<file path="config.mk">
export PLATFORM = sky130hd
export DESIGN_NAME = alu_exec
export DESIGN_NICKNAME = d
export VERILOG_FILES = /design/src/rtl/alu_exec.sv
export SDC_FILE = /design/constraint.sdc
export NUM_CORES = 1
export LEC_CHECK = 0
export BUFFER_PORTS_ARGS = -buffer_cell sky130_fd_sc_hd__buf_2
export CAP_MARGIN = 20
export CORE_MARGIN = 4
export CORE_UTILIZATION = 31
export DETAILED_ROUTE_END_ITERATION = 8
export MAX_ROUTING_LAYER = met4
export PLACE_DENSITY = 0.53
export SKIP_LAST_GASP = 1
export SYNTH_ARGS = -nofsm -noshare
export SYNTH_HDL_FRONTEND = slang
export SYNTH_SLANG_ARGS = --single-unit
</file>
<file path="constraint.sdc">
create_clock -name clk -period 3.1 [get_ports clk]
set_input_delay 0.31 -clock clk [delete_from_list [all_inputs] [get_ports clk]]
set_output_delay 0.31 -clock clk [all_outputs]
set_load 0.01 [all_outputs]
</file>
<file path="src/rtl/alu_exec.sv">
// alu_exec: slice-serial ALU with a valid/ready handshake on both sides.
// Operands are latched on accept. One SLICE of the result is produced per CALC
// cycle, starting from the LSB slice, and the carry ripples between slices.
// Optional feature: define ALU_EXEC_OVERFLOW_EN to compute flag_v (signed
// overflow). When it is undefined, flag_v is tied low.
module alu_exec #(
  parameter int WIDTH = 8,
  parameter int SLICE = 4
) (
  input  logic             clk,
  input  logic             reset,
  input  logic             in_valid,
  output logic             in_ready,
  input  logic [4:0]       op,
  input  logic [WIDTH-1:0] a,
  input  logic [WIDTH-1:0] b,
  output logic             out_valid,
  input  logic             out_ready,
  output logic [WIDTH-1:0] result,
  output logic             flag_c,
  output logic             flag_z,
  output logic             flag_n,
  output logic             flag_v
);

  localparam int NSL = WIDTH / SLICE;
  localparam int IW  = (NSL > 1) ? $clog2(NSL) : 1;

  typedef enum logic [1:0] {IDLE, CALC, DONE} state_t;

  state_t           state, state_nx;
  logic [4:0]       op_q;
  logic [WIDTH-1:0] a_q, b_q, acc, y_word, logic_word, res_word;
  logic [IW-1:0]    idx;
  logic             carry_q, is_arith, cin0, cin, cout, accept, last;
  logic [SLICE-1:0] a_s, y_s, l_s, slice_out;
  logic [SLICE:0]   sum;

  assign in_ready  = (state == IDLE);
  assign out_valid = (state == DONE);
  assign accept    = in_valid & in_ready;
  assign last      = (idx == IW'(NSL - 1));

  // Decode the latched op. Arithmetic ops are expressed as a + y + cin. y is
  // b, ~b, 0 (INC) or all-ones (DEC). Logic and pass ops use logic_word.
  always_comb begin
    is_arith   = 1'b0;
    cin0       = 1'b0;
    y_word     = '0;
    logic_word = '0;
    if (op_q[3]) begin
      is_arith = 1'b1;
      y_word   = b_q;
    end else if (op_q[4]) begin
      is_arith = 1'b1;
      y_word   = ~b_q;
      cin0     = 1'b1;
    end else if (op_q[2]) begin
      case (op_q[1:0])
        2'b00:   logic_word = a_q & b_q;
        2'b01:   logic_word = a_q | b_q;
        2'b10:   logic_word = a_q ^ b_q;
        default: logic_word = ~a_q;
      endcase
    end else begin
      case (op_q[1:0])
        2'b00:   logic_word = a_q;
        2'b01:   logic_word = b_q;
        2'b10: begin
          is_arith = 1'b1;
          cin0     = 1'b1;
        end
        default: begin
          is_arith = 1'b1;
          y_word   = '1;
        end
      endcase
    end
  end

  // Slice datapath: select the current slice and add it with the rippled
  // carry. The new slice is merged into the accumulated word.
  always_comb begin
    a_s       = a_q[int'(idx)*SLICE +: SLICE];
    y_s       = y_word[int'(idx)*SLICE +: SLICE];
    l_s       = logic_word[int'(idx)*SLICE +: SLICE];
    cin       = (idx == '0) ? cin0 : carry_q;
    sum       = {1'b0, a_s} + {1'b0, y_s} + {{SLICE{1'b0}}, cin};
    cout      = sum[SLICE];
    slice_out = is_arith ? sum[SLICE-1:0] : l_s;
    res_word  = acc;
    res_word[int'(idx)*SLICE +: SLICE] = slice_out;
  end

  // State register.
  always_ff @(posedge clk or posedge reset) begin
    if (reset) state <= IDLE;
    else       state <= state_nx;
  end

  // Next-state logic. A result stays in DONE until the consumer takes it.
  always_comb begin
    state_nx = state;
    case (state)
      IDLE:    if (accept)    state_nx = CALC;
      CALC:    if (last)      state_nx = DONE;
      DONE:    if (out_ready) state_nx = IDLE;
      default: state_nx = IDLE;
    endcase
  end

  // Operand latch, slice sequencing, and result/flag registration on the last
  // slice. Outputs are only written in CALC, so they hold through DONE stalls.
  always_ff @(posedge clk or posedge reset) begin
    if (reset) begin
      op_q    <= '0;
      a_q     <= '0;
      b_q     <= '0;
      acc     <= '0;
      idx     <= '0;
      carry_q <= 1'b0;
      result  <= '0;
      flag_c  <= 1'b0;
      flag_z  <= 1'b0;
      flag_n  <= 1'b0;
    end else if (accept) begin
      op_q <= op;
      a_q  <= a;
      b_q  <= b;
      idx  <= '0;
    end else if (state == CALC) begin
      acc     <= res_word;
      carry_q <= cout;
      idx     <= idx + IW'(1);
      if (last) begin
        result <= res_word;
        flag_c <= is_arith & cout;
        flag_z <= (res_word == '0);
        flag_n <= res_word[WIDTH-1];
      end
    end
  end

`ifdef ALU_EXEC_OVERFLOW_EN
  logic c_msb, v_q;
  // Carry into the MSB is recovered from the MSB sum bit and its two inputs.
  assign c_msb = sum[SLICE-1] ^ a_s[SLICE-1] ^ y_s[SLICE-1];

  // Signed overflow, captured on the last slice of arithmetic ops only.
  always_ff @(posedge clk or posedge reset) begin
    if (reset)                      v_q <= 1'b0;
    else if (state == CALC && last) v_q <= is_arith & (c_msb ^ cout);
  end
  assign flag_v = v_q;
`else
  assign flag_v = 1'b0;
`endif

endmodule
</file>
=== Word-level counts from Yosys, hierarchy flattened ===
Cells that the tools add are included.
Widths: inputs -> output; s select.

* Register bits after elaboration: 44
* Input port bits: 25
* Logic and storage cells: 70

* $add $sub $neg: 4
* Equal/unequal tests: 7
* Shift operators: 5
* Multiplexer cells: 26
* Bitwise gates (word level): 8
* Reduce and logical (&&, ||, !) cells: 9

{| class="wikitable"
|+ Operators by type and width
! kind !! count
|-
| $mux 8 || 7
|-
| $neg 3->33 || 1
|-
| $shift 4x33->8 const A || 1
|-
| $shiftx 4x33->8 || 1
|-
| $pmux 8 s3 || 1
|-
| $shiftx 8x4->4 || 3
|-
| $not 8->8 || 2
|-
| $pmux 8 s2 || 1
|-
| $mux 1 || 11
|-
| $and 8x8->8 || 1
|-
| $bwmux 8 || 1
|-
| $logic_not 8->1 || 1
|-
| $or 8x8->8 || 1
|-
| $xor 8x8->8 || 1
|-
| $mux 2 || 3
|-
| $pmux 2 s3 || 1
|-
| $reduce_and 3->1 || 2
|-
| $add 4x4->5 || 1
|-
| $add 5x1->5 || 1
|-
| $eq 2x1->1 const B || 2
|-
| $eq 2x2->1 const B || 2
|-
| $logic_not 2->1 || 2
|-
| $mux 4 || 1
|-
| $ne 2x1->1 const B || 2
|-
| 8 further kinds || 9
|}

=== Logic depth before layout (Yosys ltp) ===
* Depth in word-level cells: 13
* Depth in mapped cells: 13
* Depth with buffers taken out: 12

=== Worst setup path after synthesis ===
OpenSTA, ideal clock, no wires.

* Path kind: register -> register
* Start point: register op_q[2]
* End point: register flag_z
* Library setup time: 0.103 ns
* Arrival: 2.950 ns
* Setup slack: 0.046 ns
* Stages on the path, launching flop included: 14
* Path buffers: 1
* Clock period less this slack: 3.054 ns
* Path through: dfrtp_1 clkbuf_1 nand2b_1 inv_1 a21oi_1 nor2_1 a22o_1 fa_1 fa_1 xor2_1 a21boi_0 a2111oi_2 o211ai_1 o41ai_2

* Word-level cells in the longest chain between the ends: 10
* Elaborated cells between the ends (all ways): 21

{| class="wikitable"
|+ Ends and longest elaborated chain
! item !! RTL line !! RTL
|-
| start, declared || 32 || <nowiki>logic [4:0] op_q;</nowiki>
|-
| start signal, assigned || 127 || <nowiki>op_q <= op;</nowiki>
|-
| $mux 8 || 58 || <nowiki>end else if (op_q[2]) begin</nowiki>
|-
| $mux 8 || 54 || <nowiki>end else if (op_q[4]) begin</nowiki>
|-
| $mux 8 || 51 || <nowiki>if (op_q[3]) begin</nowiki>
|-
| $shiftx 8x4->4 || 85 || <nowiki>y_s = y_word[int'(idx)*SLICE +: SLICE];</nowiki>
|-
| $add 4x4->5 || 88 || <nowiki>sum = {1'b0, a_s} + {1'b0, y_s} + {{SLICE{1'b0}}, cin};</nowiki>
|-
| $add 5x1->5 || 88 ||
|-
| $mux 4 (*) || 90 || <nowiki>slice_out = is_arith ? sum[SLICE-1:0] : l_s;</nowiki>
|-
| $shiftx 4x33->8 (*) || 92 || <nowiki>res_word[int'(idx)*SLICE +: SLICE] = slice_out;</nowiki>
|-
| $bwmux 8 (*) || 92 ||
|-
| $logic_not 8->1 (*) || 138 || <nowiki>flag_z <= (res_word == '0);</nowiki>
|-
| end signal, assigned || 138 ||
|-
| end, declared || 21 || <nowiki>output logic flag_z,</nowiki>
|}

Every way passes the cells marked *; elsewhere a longest branch is shown, timed or not.
A chain may end at the register's enable or synchronous reset.

=== Worst setup path after layout ===
* Start point: register op_q[1]
* End point: register flag_z

* Word-level cells in the longest chain between the ends: 13
* Elaborated cells between the ends (all ways): 31

{| class="wikitable"
|+ Ends and longest elaborated chain
! item !! RTL line !! RTL
|-
| $eq 2x2->1 (tied with other cells) || 59, 66 ||
|-
| $reduce_or 3->1 (no source line) || - ||
|-
| $mux 8 || 66 || <nowiki>case (op_q[1:0])</nowiki>
|-
| $mux 8 || 58 ||
|-
| $mux 8 || 54 ||
|-
| $mux 8 || 51 ||
|-
| $shiftx 8x4->4 || 85 ||
|-
| $add 4x4->5 || 88 ||
|-
| $add 5x1->5 || 88 ||
|-
| $mux 4 (*) || 90 ||
|-
| $shiftx 4x33->8 (*) || 92 ||
|-
| $bwmux 8 (*) || 92 ||
|-
| $logic_not 8->1 (*) || 138 ||
|}

Marked as above.

==> run metrics <==
fin worst setup slack=209 ps; routability cong.=0.878; Die W=101 um; initial antenna violation count=0; leak pwr=1.47 nW; H-tree depth=2; final hold slack=195 ps; Layout area overhead=16.2%; Final ANT Viol Nets=0; syn nets=344; WL per Instance=14.1 um; TritonCTS clock tree=done; first-pass GRT wire length=10200 um; EDFF count, synth=0; #FFs+latches synth=42; Synth Warn #=0; Setup crit end kind=flip-flop; Post-synth top flop=dfrtp_1; fin nets=380; Reg clk slew, reported paths=80 ps; most frequent cells after synthesis=nand2_1, dfrtp_1, o21ai_0; Post-Route WL=6200 um; row cnt=33; dpl ws=139 ps; Period minus WS final=2890 ps; Worst VDD drop=0.378 mV; number of global-route vias before repair=2061; WP data arrival=3080 ps; worst slew pin tran=765 ps; sequential share of the synthesized area=39.0%; clk_lat worst skew=290 ps; power per cell area=1200 mW/mm^2; synthesized area=0.00270 sq mm; largest family of logic cells by synthesized area=compound AO/OA/AOI/OAI gates; DP Wirelength=4700 um; GRT Util Overall=12.8%; grt ovf=0; clock tree buffer depth=2; pins over their slew limit=0; Slew headroom=49.0%; CP Class=flip-flop to flip-flop; effective utilization at floorplan=32.3%; maximum fanout along the worst path=4; Post-Synth Adder-Cell Area=10.3%; mux share of post-synthesis cell area=10.9%; Synth Instances=298; DRT Pass-1 Iters=6; xor and xnor area share after synthesis=0.325%; Setup Fix Bufs, Post-CTS=0; worst endpoint required time=3290 ps; Synth Area in Compound Gates=18.0%; Fin. Hold Viols=0; pin count of the biggest net entering global routing=27; Synth cell types=47; Worst Skew=6.10 ps; clock root cell=clkbuf_8; DR iter-0 viols=73; layout cells sized above 1=22.7%; ANT cells=0; Mean Syn Cell Area=9.05 sq um; period utilization=93.3%; Via-to-Cell Ratio=4.97; core area=0.00834 sq mm; I/O pins=39; HP Class=input port to flip-flop; biggest area consumer among synthesized cells=dfrtp_1; TritonCTS buffer count=5; FFs w/ async S/R, synth=100%; number of sinks on the clock net=42; Synth Area in Simple Gates=14.3%; die area=0.0103 sq mm; outcome=completed; Critical Path Source Type=flip-flop; Achievable Freq=346 MHz; number of max-cap violations=0; most numerous cell in the Yosys netlist=nand2_1; die height=101 um; DR DRC count=0; top cells by area, synth=dfrtp_1, ha_1, nand2_1, o21ai_0, mux4_2; PortBufs=37; area share of the largest cell type after synthesis=39.0%; Vias=2186; Setup violations, final=0
[critical path, cell delays in order (launching register included)]
cell and delay, ps:
dfrtp_1 380, nand2b_1 90, inv_1 50, a21oi_2 140, nor2_2 70, a22o_1 220
fa_2 380, fa_2 360, xor2_1 180, a21boi_2 180, a2111oi_2 250, o211ai_1 160
o41ai_2 340
[repair_timing]
action,CTS,global route
hold buffers,0,1
resized for setup,0,7
hold endpoints to repair,0,6
endpoints found under the setup margin,0,1
[routing by layer]
metal | track usage, % | part of all wire, %
met4 | 2.56 | 0.92
met2 | 20.1 | 45
met5 | - | 0
met3 | 2.48 | 4.3
met1 | 17.3 | 49
[report_power, final]
group	switching (mW)	internal, mW
logic	1.31	1.06
clock network	0.191	0.180
registers	0.205	0.818
[metrics by stage]
stage	power, mW	std cells	TNS, ps	util, %	area, sq um
floorplan	2.76	298	0	-	2700
CTS	3.75	438	0	36.9	3080
finish	3.76	440	0	37.6	3130
detailed placement	3.36	430	0	35.9	2990
global placement	3.31	430	0	35.9	2990
global route	4.14	440	-30.0	37.6	3130
[area by class of cell]
type	count	area [sq um]
Tap cell	105	131
Clock buffer	7	86.3
Inverter	26	97.6
Clock inverter	1	5.00
Sequential cell	42	1050
Fill cell	889	5210
Multi-Input combinational cell	211	1470
Timing Repair Buffer	48	290
[layout by cell type (no fill, tap or decap), types with 2 or more instances in the layout]
cell type / count
buf_2: 37
mux4_2: 7
a21o_1: 2
a22o_1: 4
o21ai_1: 2
fa_2: 2
clkinv_1: 2
o21a_1: 6
nand2_1: 52
nor2_1: 20
o21ai_0: 32
dfrtp_1: 42
buf_4: 9
nor3_1: 3
mux2_2: 6
inv_1: 24
and2_1: 3
a21oi_1: 12
o211ai_1: 3
mux2i_1: 7
nand2b_1: 3
clkbuf_8: 6
a31oi_1: 2
nor2b_1: 2
ha_1: 19
[registers in the layout, indices dropped and copies added (netlist names)]
name     cells
a_q          8
acc          7
b_q          8
carry_q      1
flag_c       1
flag_z       1
idx          1
op_q         5
result       8
state        2
[kinds of logic (layout without fill, tap and decap cells)]
family,Yosys count,count (layout)
multiplexers,20,20
adder cells (fa/ha/maj),21,21
other,1,1
XOR/XNOR,1,1
AND/OR/NAND/NOR,91,91
buffers and inverters,45,82
AO/OA/AOI/OAI,77,77
flip-flops,42,42
[path summary, 6_finish.rpt]
path                           start  slack [ps]  cells after the start        end
min reg2reg                result[1]         470                      2  result[1]
max reg2reg                  op_q[1]         210                     12     flag_z
max                          op_q[1]         210                     12     flag_z
max in group asynchronous      reset        2100                      4     b_q[0]
min in group asynchronous      reset         480                      3     acc[7]
min                        out_ready         200                      2   state[1]
(Power assumes the default switching activity.)
